==> src/rtl/pacote_display.sv <==
// pacote_display: segment constants and default timing for the multiplexed 7-segment scanner
package pacote_display;
  localparam int DIV_PADRAO = 50000;
  localparam int BLANK_PADRAO = 500;
  localparam logic [6:0] SEG_APAGADO = 7'b1111111;
  localparam logic [6:0] SEG_TRACO = 7'b0111111;
  localparam logic [6:0] SEG_DIGITO [10] = '{
    7'b1000000, 7'b1111001, 7'b0100100, 7'b0110000, 7'b0011001,
    7'b0010010, 7'b0000010, 7'b1111000, 7'b0000000, 7'b0010000
  };
endpackage

==> src/rtl/varredura_display_decodificador.sv <==
// decodificador_bcd_7seg: BCD nibble to active-low {g,f,e,d,c,b,a}, dash for A-F
module decodificador_bcd_7seg
  import pacote_display::*;
(
  input  logic [3:0] bcd,
  output logic [6:0] seg
);
  assign seg = (bcd > 4'd9) ? SEG_TRACO : SEG_DIGITO[bcd];
endmodule

==> src/rtl/varredura_display.sv <==
// varredura_display: 4-digit multiplexed 7-segment scanner with anode guard time and frame-latched inputs
module varredura_display
  import pacote_display::*;
#(
  parameter int DIV = DIV_PADRAO,
  parameter int BLANK = BLANK_PADRAO
) (
  input  logic        clock,
  input  logic        reset,
  input  logic [15:0] digitos,
  input  logic [3:0]  pontos,
  input  logic        blank_zero,
  output logic [3:0]  anodo,
  output logic [6:0]  segmentos,
  output logic        ponto,
  output logic        quadro
);
  localparam int W = $clog2(DIV);
  localparam logic [W-1:0] CNT_MAX = W'(DIV - 1);
  localparam logic [W-1:0] CNT_BLANK = W'(BLANK);
  if (DIV < 2 || BLANK < 1 || BLANK >= DIV) begin : g_param_invalido
    $error("varredura_display: need DIV >= 2 and 1 <= BLANK < DIV");
  end
  logic [W-1:0] cnt;
  logic [1:0]   idx;
  logic [15:0]  sh_dig;
  logic [3:0]   sh_pt;
  logic         sh_bz;
  logic         tick;
  logic         guarda;
  logic [3:0]   zero;
  logic [3:0]   apaga;
  logic [3:0]   dig_sel;
  logic [6:0]   seg_dec;
  assign tick = cnt == CNT_MAX;
  assign guarda = cnt < CNT_BLANK;
  assign zero = {sh_dig[15:12] == 4'd0, sh_dig[11:8] == 4'd0, sh_dig[7:4] == 4'd0, sh_dig[3:0] == 4'd0};
  assign apaga = {sh_bz & zero[3], sh_bz & (&zero[3:2]), sh_bz & (&zero[3:1]), 1'b0};
  assign dig_sel = sh_dig[{idx, 2'b00} +: 4];
  decodificador_bcd_7seg u_dec (
    .bcd (dig_sel),
    .seg (seg_dec)
  );
  // prescaler and slot index: one slot is DIV cycles, four slots make a frame
  always_ff @(posedge clock or posedge reset)
    if (reset) begin
      cnt <= '0;
      idx <= '0;
    end else begin
      cnt <= tick ? '0 : cnt + 1'b1;
      idx <= tick ? idx + 1'b1 : idx;
    end
  // shadow copy taken only at frame start so a frame never mixes old and new inputs
  always_ff @(posedge clock or posedge reset)
    if (reset) begin
      sh_dig <= '0;
      sh_pt  <= '0;
      sh_bz  <= 1'b0;
    end else if (cnt == '0 && idx == 2'd0) begin
      sh_dig <= digitos;
      sh_pt  <= pontos;
      sh_bz  <= blank_zero;
    end
  // registered drives: everything dark during the guard window, then the selected digit
  always_ff @(posedge clock or posedge reset)
    if (reset) begin
      anodo     <= 4'b1111;
      segmentos <= SEG_APAGADO;
      ponto     <= 1'b1;
      quadro    <= 1'b0;
    end else begin
      anodo     <= guarda ? 4'b1111 : ~(4'b0001 << idx);
      segmentos <= (guarda || apaga[idx]) ? SEG_APAGADO : seg_dec;
      ponto     <= guarda | ~sh_pt[idx];
      quadro    <= tick && idx == 2'd3;
    end
endmodule

==> config.mk <==
export PLATFORM = sky130hd
export DESIGN_NAME = varredura_display
export DESIGN_NICKNAME = d
export VERILOG_FILES = /design/src/rtl/pacote_display.sv /design/src/rtl/varredura_display_decodificador.sv /design/src/rtl/varredura_display.sv
export SDC_FILE = /design/constraint.sdc
export NUM_CORES = 1
export LEC_CHECK = 0
export ABC_AREA = 1
export ABC_CLOCK_PERIOD_IN_PS = 2100
export BUFFER_PORTS_ARGS = -buffer_cell sky130_fd_sc_hd__buf_2
export CORE_MARGIN = 2
export CORE_UTILIZATION = 50
export CTS_CLUSTER_DIAMETER = 60
export DETAILED_ROUTE_END_ITERATION = 12
export GPL_TIMING_DRIVEN = 0
export PLACE_DENSITY = 0.75
export RECOVER_POWER = 50
export SYNTH_ARGS = -nofsm -noshare
export SYNTH_HDL_FRONTEND = slang
export SYNTH_SLANG_ARGS = --single-unit
==> constraint.sdc <==
create_clock -name clock -period 2.1 [get_ports clock]
set_input_delay 0.525 -clock clock [delete_from_list [all_inputs] [get_ports clock]]
set_output_delay 0.525 -clock clock [all_outputs]
set_load 0.01 [all_outputs]
Word-level counts from Yosys, hierarchy flattened. Memory sizes are Yosys's and may differ from the RTL's. Cells that the tools add are included. W data, S select, Z words.

Equality and inequality tests: 2. Shift operators: 2. Bitwise operators: 7. $add $sub $neg: 2. Reductions and logical operators: 10. Magnitude comparators: 4. Mux-type cells: 10.

Operator list (number): $mux W7 (4); $add A16 B1 Y16 const B (1); $eq A16 B16 Y1 const B (1); $logic_not A16 Y1 (1); $lt A16 B9 Y1 const B (1); $mux W16 (1); $shiftx A16 B5 Y4 (1); $logic_not A4 Y1 (3); $ge A5 B5 Y1 const B (1); $not A4 Y5 (1); $bmux W1 S2 (2); $gt A4 B4 Y1 const B (1); $mux W4 (1); $not A4 Y4 (1); $shl A1 B2 Y4 const A (1); $and A1 B1 Y1 (3); $lt A2 B3 Y1 const B (1); $reduce_and A3 Y1 (1); $add A2 B1 Y2 const B (1); $eq A2 B2 Y1 const B (1); $logic_and A1 B1 Y1 (2); $logic_not A2 Y1 (1); $mux W1 (2); $reduce_and A2 Y1 (1); other kinds (3) (3).

Memories kept: 1. Input bits: 23. ROM bits: 112. Flip-flop bits (word level): 52. Output and inout port bits: 13. Word-level logic and storage cells: 47.

Memories: (no name shown) (words 16, width 7, rd ports 1, clocked after memory_dff 0, write ports 0, line varredura_display_decodificador.sv:8) `assign seg = (bcd > 4'd9) ? SEG_TRACO : SEG_DIGITO[bcd];`.

Logic depth before layout (Yosys ltp). Gate-level depths: netlist of run 1.

Depth after elaboration: 7. Gate-level depth with buffers: 15. Mapped depth without buffers: 13.

Modules after synthesis. A second synthesis of run 1 with hierarchy kept.

Cells, all modules: 344. Area, all modules: 2758.9 µm².

Modules (own cells, without submodules): varredura_display (instances 1, seq. area each 1316.3 µm², cells each 314, area each 2570.0 µm²); decodificador_bcd_7seg (instances 1, seq. area each 0.0 µm², cells each 30, area each 188.9 µm²).

Worst setup path before layout of run 1. OpenSTA, ideal clock, no wires.

Path kind: reg-to-reg. Start: register idx[0]. End: register segmentos[4]. Slack: 0.144 ns. Stages on the path, launching flop included: 16. Period minus slack after synthesis: 1.956 ns. Required time: 2.040 ns. Buffers on the path: 2. Arrival: 1.896 ns. Library setup time: 0.060 ns. Cell sequence: dfrtp_1 > buf_4 > inv_2 > buf_4 > nor2_1 > nor2_1 > o21ai_0 > nand2_1 > inv_1 > ha_1 > or2_2 > nand2_1 > nand2_1 > inv_2 > nor2_4 > nand2_1.

Word-level cells in the longest chain between the ends: 7. Elaborated cells on any way between the ends: 11. Classes of those cells: order compare (1); shift (1); mux (6); bitwise (1); reduce/logical (1); memory (1).

RTL lines: start, declared (line varredura_display.sv:25) `logic [1:0] idx;`; start signal, assigned (line varredura_display.sv:51) `idx <= tick ? idx + 1'b1 : idx;`; $shiftx A16 B5 Y4 (line varredura_display.sv:39) `assign dig_sel = sh_dig[{idx, 2'b00} +: 4];`; $not A4 Y5 (implied by the code) (line varredura_display_decodificador.sv:8); $mem_v2 Z16 W7; $mux W7 (implied by the code) (2 in series) (line varredura_display_decodificador.sv:8); $mux W7 (line varredura_display_decodificador.sv:8); $mux W7 (*) (line varredura_display.sv:73) `segmentos <= (guarda || apaga[idx]) ? SEG_APAGADO : seg_dec;`; end signal, assigned (line varredura_display.sv:73); end, declared (line varredura_display.sv:14) `output logic [6:0] segmentos,`.

Mark *: on every way between the ends. The rest lies on a longest branch, timed or not. The select of a mux whose other input is x is not followed. A chain may end at the register's enable or synchronous reset.

Final worst setup path of run 1.
Start: register idx[0]. End: register segmentos[1].

Same word-level chain as after synthesis.

==> run summary, run 1 <==
The run gives 0 as the number of inserted diodes. After detailed routing, the total wire length is 5250 microns. Across the run, the number of max-cap violations was 0. Dividing total power by cell area gives a power density of 549 mW/mm^2. The tools report the number of hold-slack violations in the final timing report as 0.

The worst setup path is launched from a flop. The clock tree skew after final layout was 8.32 ps; the layout-stage area growth over the synthesis result was 14.3%. For the total of fill cells in the finished design, the log shows 487.

Measured along the y axis, the die boundary spans 78.0 microns. The tools report the final weighted congestion of routability-driven global placement as 0.917. The path class of the tightest hold or removal check is input pin to async pin.

Entering global routing, the biggest net connects 43 pins. The data arrival time of the worst path is 2180 ps. Detailed routing inserted a total of 2,212 vias. The first global-routing pass estimated 9350 microns of wire. For this run, the total global-route usage over all layers was measured as 19.4%. By startpoint and endpoint, the worst setup path is classified as flop to flop. The clock root buffer was clkbuf_8. Number of antenna violations at the first check in global routing: 0. The total area inside the core boundary comes to 0.00520 sq mm.

The starting utilization of the core area was 52.6%; the via count normalized by instance count was 4.80. The tools report the die footprint as 0.00609 sq mm. The most repeated library cell on the critical path was nand2_1. Measured along the x axis, the die boundary spans 78.0 microns.

The yosys synthesis warning count was 0. The number of global-route vias before repair was 2,079. The slowest stage of the critical path is the dfrtp_1 cell. Clock-pin slew was measured on the worst setup and hold paths at 80 ps. Post-route clock period utilization: 92.0%. The number of standard cells in the layout, taps in and fillers out is 461, and the highest fanout seen on the critical path is 8. The number of DRC violations after detailed routing was 0. In this run the cell area of the synthesized design comes to 0.00274 sq mm. The worst path buffer plus inverter count is 4, and the number of buffers on the longest clock path is 2.

When the netlist entered floorplanning its net count stood at 378. The clock network latency to the later pin of the worst-skew pair came out at 310 ps. After the last flow step, the layout net total stands at 424. The tools report the maximum level of the CTS H-tree as 2. The final critical path time including I/O delays and setup was 1930 ps; the number of primary I/O pins was 36. TritonCTS built the clock tree. The clock sink count was 52. Setup violations remaining at the end of the flow were counted as 0. The run finished with clean final reports. Synthesis produced a netlist whose cell count is 344. A synthesized cell averages 7.97 sq um.

Tracing the worst setup path back leads to its startpoint at idx[0]. The transition at the pin with the smallest max-transition slack was 967 ps. The post-placement cell count was 450; the count of antenna-violating nets left after detailed routing was 0.

Traced cell by cell, the critical path runs through buf_6, buf_4, nand2_1, nand3_1, nand2_1, inv_1, ha_1, or2_2, nand2_1, nand2_1, inv_2, nor2_4, nand2_1. For the final number of max-transition violations, the log shows 0. STA classifies the critical path endpoint as a flop.

The pre-antenna-repair detailed-routing pass consisted of 4 iterations. The overall power after layout came out at 1.72 mW. In this run the core area contains 26 standard-cell rows.

Detailed placement ended at an HPWL of 3960 microns. The count of buffers added on input and output ports is 35. Cell type group with the largest total delay on the critical path: simple AND/OR/NAND/NOR gates. The worst-case IR drop observed on VDD is 0.295 mV. In this run the static leakage power is 1.60 nW. The launch point of the worst reg-to-reg path is idx[0]. For this run, the slowest stage of the critical path takes 420 ps. The share of final-layout standard cells stronger than drive strength 1 was 22.0%; the number of buffers added by the clock tree synthesis step was 5.

In the final timing run, aggregate negative setup slack is 0 ps. Average wire length per cell after detail routing: 11.4 microns. Summing the sequential cell areas from Yosys gives 48.0% of the chip area. Timing would allow up to 518 MHz.

The number of distinct library cells after synthesis was 28. For the headroom to the max-slew limit, the log shows 35.5%. The synthesized design contains 52 register bits.

For the violation count after the first detailed-route iteration, the log shows 156. Before CTS, the worst setup slack after placement is -127 ps. The data required time at the worst endpoint was 2350 ps; the slack of the critical path was 168 ps. For this run the aggregate overflow at the end of global routing stands at 0.
==> cell usage in the layout (no fill, tap or decap), drive strengths merged <==
cell type  count
buf           45
dfstp         12
o211ai         1
ha            11
nand3         43
nor2          47
nor3           4
xor2           7
clkinvlp       1
dfrtp         40
inv           38
xnor2          1
o22ai          1
o21ai         10
nand4          4
or2            3
a21oi          2
clkbuf         9
nand2        112
==> layout make-up <==
cell class / count / area, sq um / area share (%)
sequential: 52 / 1320 / 42.1
multi-input combinational: 246 / 1210 / 38.7
timing repair buffer: 40 / 209 / 6.67
inverter: 38 / 148 / 4.71
tap: 70 / 87.6 / 2.80
clock buffer: 7 / 86.3 / 2.76
buffer: 7 / 66.3 / 2.12
clock inverter: 1 / 7.51 / 0.240
==> synth_stat cells <==
cell	count	share of area, %
xor2_1	7	2.2
inv_2	7	0.96
nand2_4	1	0.41
buf_6	4	1.6
nand2_1	108	15
nor3_1	3	0.55
o22ai_1	1	0.23
ha_1	11	5.0
o21ai_0	7	1.3
nor2_2	2	0.46
or2_4	1	0.32
inv_1	31	4.2
nand3_2	1	0.37
dfrtp_1	40	37
nand3_1	42	7.7
nor2_1	43	5.9
buf_2	2	0.37
nand2_2	3	0.69
o211ai_1	1	0.27
a21oi_1	2	0.37
nor2_4	2	0.82
o21ai_1	3	0.55
nand4_1	4	0.91
xnor2_1	1	0.32
nor3_4	1	0.59
buf_4	2	0.55
dfstp_2	12	12
or2_2	2	0.46
==> final timing paths <==
kind,end,slack [ps],depth (start not counted)
max,segmentos[1],170,13
min,cnt[2],180,2
max reg2reg,segmentos[1],170,13
min reg2reg,sh_pt[2],480,2
max in group asynchronous,idx[1],600,3
min in group clock,sh_dig[1],430,3
==> per-stage QoR <==
stage          hold WS, ps  utilization [%]  area [sq um]
2_1_floorplan          437                -          2740
3_3_place_gp           450             57.7          3000
3_5_place_dp           463             58.1          3020
4_1_cts                139             60.3          3140
5_1_grt                232             60.2          3130
6_report               183             60.2          3130
==> kinds of logic after synthesis <==
group / synth area share, %
flip-flops: 48.0
adder cells (fa/ha/maj): 5.02
AO/OA/AOI/OAI: 2.69
AND/OR/NAND/NOR: 33.9
buffers and inverters: 7.76
XOR/XNOR: 2.56
==> worst register-to-register path, delay by kind of cell, from the launching register on <==
| family | cells | cell delay [ps] |
|---|---|---|
| simple gates | 8 | 810 |
| buf+inv | 4 | 460 |
| flops | 1 | 420 |
| fa+ha+maj | 1 | 190 |
==> layer usage <==
layer / vias up / wire length, microns / global-route usage [%]
met4: 0 / 70 / 6.32
li1: 1160 / - / -
met1: 1008 / 2600 / 28.2
met2: 37 / 2360 / 29.2
met3: 7 / 215 / 4.02
met5: - / 0 / 0
==> sequential cells by signal, indices dropped and copies added, names as in the netlist <==
name,cells
anodo,4
cnt,16
idx,2
ponto,1
quadro,1
segmentos,7
sh_bz,1
sh_dig,16
sh_pt,4
==> repair_timing <==
item | in CTS | in global routing
hold buffers | 0 | 0
resized for setup | 2 | 6
hold endpoints to repair | 0 | 0
setup buffers | 2 | 2
endpoints found under the setup margin | 6 | 26
pin swaps | 0 | 2
==> report_power, final <==
group	total [mW]	switching, mW	internal, mW
logic	0.100	0.0599	0.0405
clock network	0.583	0.315	0.268
registers	1.04	0.0144	1.02
total	1.72	0.390	1.33
No activity file was read; power rests on OpenSTA's default activity.
==> run 2: changes to the inputs <==
--- a/config.mk
+++ b/config.mk
@@ -13,6 +13,7 @@
 export CTS_CLUSTER_DIAMETER = 60
 export DETAILED_ROUTE_END_ITERATION = 12
 export GPL_TIMING_DRIVEN = 0
+export MAX_ROUTING_LAYER = met4
 export PLACE_DENSITY = 0.75
 export RECOVER_POWER = 50
 export SYNTH_ARGS = -nofsm -noshare
==> run summary, run 2 (synthesis results as in run 1) <==
The largest net degree at the start of global routing is 31 (was 43). The highest fanout seen on the critical path was 6 (was 8). The post-route clock period utilization was 93.8% (was 92.0%). The clock group share of total power was 33.4% (was 33.9%); the overall fraction of global-route tracks in use was 20.4% (was 19.4%).

The via count normalized by instance count works out to 4.80 (about the same). The cell type group with the largest total delay on the critical path is simple AND/OR/NAND/NOR gates (unchanged). The switching portion of total power is 22.1% (was 22.6%). The type of the tightest min-delay check is input pin to async pin (unchanged). The most repeated library cell on the critical path was nand2_1 (unchanged). Floorplan die width: 78.0 microns (unchanged). The highest clock frequency the design can meet is 508 MHz (was 518 MHz), and the final critical path time including I/O delays and setup is 1970 ps (was 1930 ps). The number of antenna violations at the first check in global routing is 0 (unchanged).

The number of hold-slack violations in the final timing report came out at 0 (unchanged). The transition at the pin with the smallest max-transition slack is 829 ps (was 967 ps). The power density relative to cell area is 541 mW/mm^2 (was 549 mW/mm^2). The data arrival time of the worst path came out at 2220 ps (was 2180 ps). The clock tree skew after final layout is 6.51 ps (was 8.32 ps).

The cell with the largest stage delay on the worst path was dfrtp_1 (unchanged). The tools report the maximum level of the CTS H-tree as 2 (unchanged). The clock-pin slew on the worst setup and hold paths came out at 90 ps (was 80 ps). The violation count after the first detailed-route iteration is 121 (was 156). The wire length of the first global-routing pass came out at 9690 microns (was 9350 microns). Commonest non-fill, non-tap cell in the layout: nand2_1 (unchanged). The clock root buffer is clkbuf_8 (unchanged).

For the number of primary I/O pins, the log shows 36 (unchanged). The delay contributed by the slowest stage of the critical path came out at 420 ps (about the same). The worst path buffer plus inverter count is 4 (unchanged). The tools report the final weighted congestion of routability-driven global placement as 0.901 (was 0.917). Registers with the highest flip-flop counts: cnt (16), sh_dig (16), segmentos (7) (unchanged). The launch point of the worst reg-to-reg path is idx[0] (unchanged).

The kind of start point of the critical path is a flop (unchanged). The cell-internal power came out at 1.33 mW (about the same). The count of antenna-violating nets left after detailed routing was 0 (unchanged); the number of buffers on the longest clock path was 2 (unchanged).

The overall power after layout came out at 1.71 mW (was 1.72 mW). The sum of net half-perimeters after detailed placement was 4030 microns (was 3960 microns); the die height was 78.0 microns (unchanged). For the number of global-route vias before repair, the log shows 2,101 (was 2,079). Setup repair after global routing left no endpoint under its margin. CP Cell Sequence: buf_6, buf_4, nand2_1, nand3_1, nand2_1, inv_1, ha_1, or2_2, nand2_1, nand2_1, inv_2, nor2_4, nand2_1 (unchanged). Hold slack: 381 ps (was 183 ps).

The clock sink count was 52 (unchanged). The number of nets in the layout came out at 428 (was 424). The global route total overflow is 0 (unchanged). The average wire length per cell after detail routing came out at 11.7 microns (was 11.4 microns).

For the via count, the log shows 2,234 (was 2,212). Category of the critical setup timing path: flop to flop (unchanged). The worst setup path startpoint is idx[0] (unchanged). The share of final-layout standard cells stronger than drive strength 1 is 22.5% (was 22.0%), and the final core area utilization is 60.7% (was 60.2%). The clock network latency to the later pin of the worst-skew pair is 300 ps (was 310 ps), and the count of final setup violators is 0 (unchanged). The quantity of I/O buffers inserted on ports was 35 (unchanged). The data required time at the worst endpoint came out at 2350 ps (about the same). Commonest non-fill, non-tap cells in the layout: nand2_1 (108), nor2_1 (43), nand3_1 (42) (unchanged). Number of DRC violations after detailed routing: 0 (unchanged).

The sequential share of power was 60.6% (was 60.3%). The number of hold-repair buffers added at the cts stage came out at 0 (unchanged). The tools report the number of buffers added by the clock tree synthesis step as 5 (unchanged).

The switching power was 0.378 mW (was 0.390 mW). The run finished with clean final reports. The run gives 0.00609 sq mm (unchanged) as the die footprint.

The worst vdd rail ir drop was 0.367 mV (was 0.295 mV). TritonCTS built the clock tree. For the post-detailed-routing wire length, the log shows 5450 microns (was 5250 microns). The logs give 52.6% (unchanged) for the starting utilization of the core area and 0 (unchanged) for the final number of max-transition violations.

The tools report the number of maximum-capacitance constraint violations as 0 (unchanged). The total core area was 0.00520 sq mm (unchanged); the number of inserted diodes was 0 (unchanged). The tools report the detailed-routing iteration count for the pre-antenna-repair pass as 4 (unchanged). The layout-stage area growth over the synthesis result came out at 15.3% (was 14.3%). The part of the power in combinational logic is 6.0% (was 5.8%), and the total leakage power is 1.62 nW (was 1.60 nW). Type of destination of the critical path: a flop (unchanged).

Headroom to the max-slew limit: 44.6% (was 35.5%). The count of standard-cell rows is 26 (unchanged).
[run 2: cell type report]
| class | count | area [sq um] |
|---|---|---|
| clock buffers | 8 | 90.1 |
| inverters | 38 | 148 |
| multi-input cells | 246 | 1210 |
| well taps | 70 | 87.6 |
| fillers | 488 | 2050 |
| plain buffers | 7 | 66.3 |
| repair buffers | 44 | 239 |
| flip-flops and latches | 52 | 1320 |
[run 2: path summary, 6_finish.rpt]
| path | endpoint | slack, ps | depth (start not counted) |
|---|---|---|---|
| setup / recovery | segmentos[4] | 130 | 13 |
| max in group asynchronous | sh_dig[13] | 510 | 3 |
| min in group clock | sh_dig[0] | 440 | 3 |
| hold reg to reg | sh_dig[1] | 480 | 2 |
| setup reg to reg | segmentos[4] | 130 | 13 |
| hold / removal | quadro | 380 | 2 |
[run 2: what timing repair did]
action                                  CTS  global route
resized for setup                         1             6
setup buffers                             5             3
endpoints found under the hold margin     0             0
pin swaps                                 1             2
endpoints found under the setup margin    6            26
[run 2: power by group through the flow]
stage / clock network (mW) / registers, mW / logic, mW
final: 0.572 / 1.04 / 0.102
after floorplan: 0 / 1.05 / 0.0637
after CTS: 0.584 / 1.04 / 0.105
after global routing: 0.629 / 1.04 / 0.122
after global placement: 0 / 1.05 / 0.0949
after detailed placement: 0 / 1.06 / 0.103
[run 2: metal layers]
layer  global-route usage [%]  up-vias  wire length, microns
li1                         -     1165                     -
met1                     29.7     1018                  2690
met2                     30.7       44                  2500
met3                     2.41        7                   196
met4                     5.26        0                    60
met5                        -        -                     0
[run 2: metrics by stage]
step | cell area, sq um | worst slack, ps | setup TNS (ps) | instances
after floorplan | 2740 | 144 | 0 | 344
after global placement | 3000 | -246 | -10050 | 449
after detailed placement | 3020 | -98.9 | -545 | 450
after CTS | 3150 | 21.9 | 0 | 463
after global routing | 3160 | 6.66 | 0 | 465
final | 3160 | 131 | 0 | 465
==> run 3: changes to the inputs <==
==> constraint.sdc (replaced) <==
create_clock -name clock -period 2.1 [get_ports clock]
set_input_delay 0.105 -clock clock [delete_from_list [all_inputs] [get_ports clock]]
set_output_delay 0.105 -clock clock [all_outputs]
set_load 0.01 [all_outputs]
==> run summary, run 3 (synthesis results as in run 1) <==
The run finished with clean final reports. The switching portion of total power came out at 22.2% (was 22.1%). The launch point of the worst reg-to-reg path was idx[0] (unchanged). The tools report the count of standard-cell rows as 26 (unchanged).

The worst reg2reg path endpoint was segmentos[4] (unchanged). The quantity of I/O buffers inserted on ports works out to 35 (unchanged). The length in cells of the worst reg-to-reg path works out to 13 (unchanged). The run gives 2 (unchanged) as the maximum level of the CTS H-tree.

The category of the critical setup timing path was flop to flop (unchanged). The layout-stage area growth over the synthesis result came out at 15.9% (was 15.3%). The post-detailed-routing wire length came out at 5470 microns (was 5450 microns). For the clock group share of total power, the log shows 33.4% (about the same).

The power density relative to cell area came out at 541 mW/mm^2 (about the same). Sequential share of power: 60.3% (was 60.6%). The logs give 0.901 (unchanged) for the final weighted congestion of routability-driven global placement and 2350 ps (about the same) for the data required time at the worst endpoint. The average wire length per cell after detail routing was 11.7 microns (about the same); the violation count after the first detailed-route iteration was 123 (was 121).

For the overall fraction of global-route tracks in use, the log shows 20.4% (unchanged). The clock network latency to the later pin of the worst-skew pair was 300 ps (about the same). The run gives 1.72 mW (was 1.71 mW) as the overall power after layout. The worst vdd rail ir drop came out at 0.369 mV (was 0.367 mV). The type of the tightest min-delay check is input pin to flop (was input pin to async pin). The tools report the number of global-route vias before repair as 2,104 (was 2,101). Setup repair after global routing left no endpoint under its margin.

The clock root buffer was clkbuf_8 (unchanged). The tools report the multi-input gate area in the final layout as 0.00121 sq mm (unchanged). The via count normalized by instance count was 4.82 (was 4.80); the placed cell area was 0.00302 sq mm (unchanged). The clock-pin slew on the worst setup and hold paths was 90 ps (about the same).

The slack of the critical path was 130 ps (was 131 ps). The tools report the headroom to the max-slew limit as 40.3% (was 44.6%). Final number of max-transition violations: 0 (unchanged). The floorplan die width was 78.0 microns (unchanged). Via count: 2,247 (was 2,234).

The hold slack is 24.6 ps (was 381 ps). The final critical path time including I/O delays and setup works out to 1970 ps (about the same). The count of final setup violators was 0 (unchanged). The number of inserted diodes was 0 (unchanged).

The final instance area was 0.00318 sq mm (was 0.00316 sq mm). For the clock tree skew after final layout, the log shows 6.57 ps (was 6.51 ps). The type of destination of the critical path was a flop (unchanged).

Registers with the highest flip-flop counts: cnt (16), sh_dig (16), segmentos (7) (unchanged). Clock sink count: 52 (unchanged). The post-place setup slack was -98.9 ps (unchanged); the number of primary I/O pins was 36 (unchanged).

Register-to-register setup slack: 130 ps (about the same). The transition at the pin with the smallest max-transition slack was 894 ps (was 829 ps). The number of buffers added by the clock tree synthesis step came out at 5 (unchanged). The storage element area is 0.00132 sq mm (unchanged), and the post-route clock period utilization is 93.8% (about the same).

The hold-critical path depth was 3; the starting utilization of the core area was 52.6% (unchanged). Kind of start point of the critical path: a flop (unchanged). TritonCTS built the clock tree. For the part of the power in combinational logic, the log shows 6.2% (was 6.0%). The highest fanout seen on the critical path came out at 6 (unchanged).

The number of buffers on the longest clock path came out at 2 (unchanged). Largest net degree at the start of global routing: 31 (unchanged). The number of nets in the layout was 429 (was 428); the total of fill cells in the finished design was 492 (was 488). The number of DRC violations after detailed routing came out at 0 (unchanged). The die height is 78.0 microns (unchanged). The number of antenna violations at the first check in global routing came out at 0 (unchanged). The worst hold path begins at digitos[0]. The run gives 9690 microns (unchanged) as the wire length of the first global-routing pass.

The tools report the die footprint as 0.00609 sq mm (unchanged). Hold-critical path endpoint: sh_dig[0]. The switching power is 0.382 mW (was 0.378 mW). Detailed-routing iteration count for the pre-antenna-repair pass: 4 (unchanged). The tools report the cell-internal power as 1.34 mW (was 1.33 mW). For the total leakage power, the log shows 1.62 nW (about the same). The commonest non-fill, non-tap cell in the layout is nand2_1 (unchanged). For the total core area, the log shows 0.00520 sq mm (unchanged).

Commonest non-fill, non-tap cells in the layout: nand2_1 (108), nor2_1 (43), nand3_1 (42) (unchanged). The global route total overflow was 0 (unchanged); the count of antenna-violating nets left after detailed routing was 0 (unchanged). The number of maximum-capacitance constraint violations came out at 0 (unchanged). The number of hold-slack violations in the final timing report came out at 0 (unchanged).

The share of final-layout standard cells stronger than drive strength 1 was 21.2% (was 22.5%); the data arrival time of the worst path was 2220 ps (about the same). For the highest clock frequency the design can meet, the log shows 508 MHz (about the same). The sum of net half-perimeters after detailed placement came out at 4030 microns (unchanged).
run 3: area by class of cell:
class | instances | area share (%)
sequential | 52 | 41.5
multi-input combinational | 246 | 38.1
timing repair buffer | 45 | 8.07
inverter | 38 | 4.65
clock buffer | 8 | 2.84
tap | 70 | 2.76
buffer | 7 | 2.09
run 3: power groups by stage:
stage	Sequential, mW	Clock (mW)	Combinational (mW)
5_1_grt	1.04	0.629	0.127
2_1_floorplan	1.05	0	0.0637
4_1_cts	1.04	0.584	0.107
3_5_place_dp	1.06	0	0.103
6_report	1.04	0.574	0.107
3_3_place_gp	1.05	0	0.0949
run 3: how the worst max path moves through the flow:
stage,from,end,slack [ps],depth (start not counted)
after floorplan,idx[0],segmentos[4],140,15
after global placement,idx[0],segmentos[4],-60,15
after detailed placement,idx[0],segmentos[4],-100,15
after CTS,idx[0],segmentos[4],20,15
after global routing,idx[0],segmentos[4],7,14
final,idx[0],segmentos[4],130,13
run 3: metal layers:
layer	part of all wire, %	vias up	GRT usage [%]
met5	0	-	-
li1	-	1168	-
met1	49	1021	29.7
met4	1.1	0	5.26
met3	4.2	7	2.41
met2	46	51	30.7
run 3: per-stage QoR:
stage                     utilization [%]  std cells  TNS (ps)
after floorplan                         -        344         0
after global routing                 61.0        466         0
after CTS                            60.8        464         0
after detailed placement             58.1        450      -545
after global placement               57.7        449      -320
final                                61.0        466         0
run 3: worst max-delay path, cell delays in order, from the launching register on:
cell and delay [ps]:
dfrtp_1 420, buf_6 150, buf_4 140, nand2_1 60, nand3_1 80, nand2_1 190
inv_1 90, ha_1 190, or2_2 270, nand2_1 70, nand2_1 70, inv_2 70
nor2_4 50, nand2_1 60
run 3: repair_timing:
item | in CTS | in global routing
setup endpoints to repair | 6 | 26
pin swaps | 1 | 2
hold buffers | 1 | 0
gates resized for setup | 1 | 6
buffers inserted | 5 | 3
endpoints found under the hold margin | 12 | 0
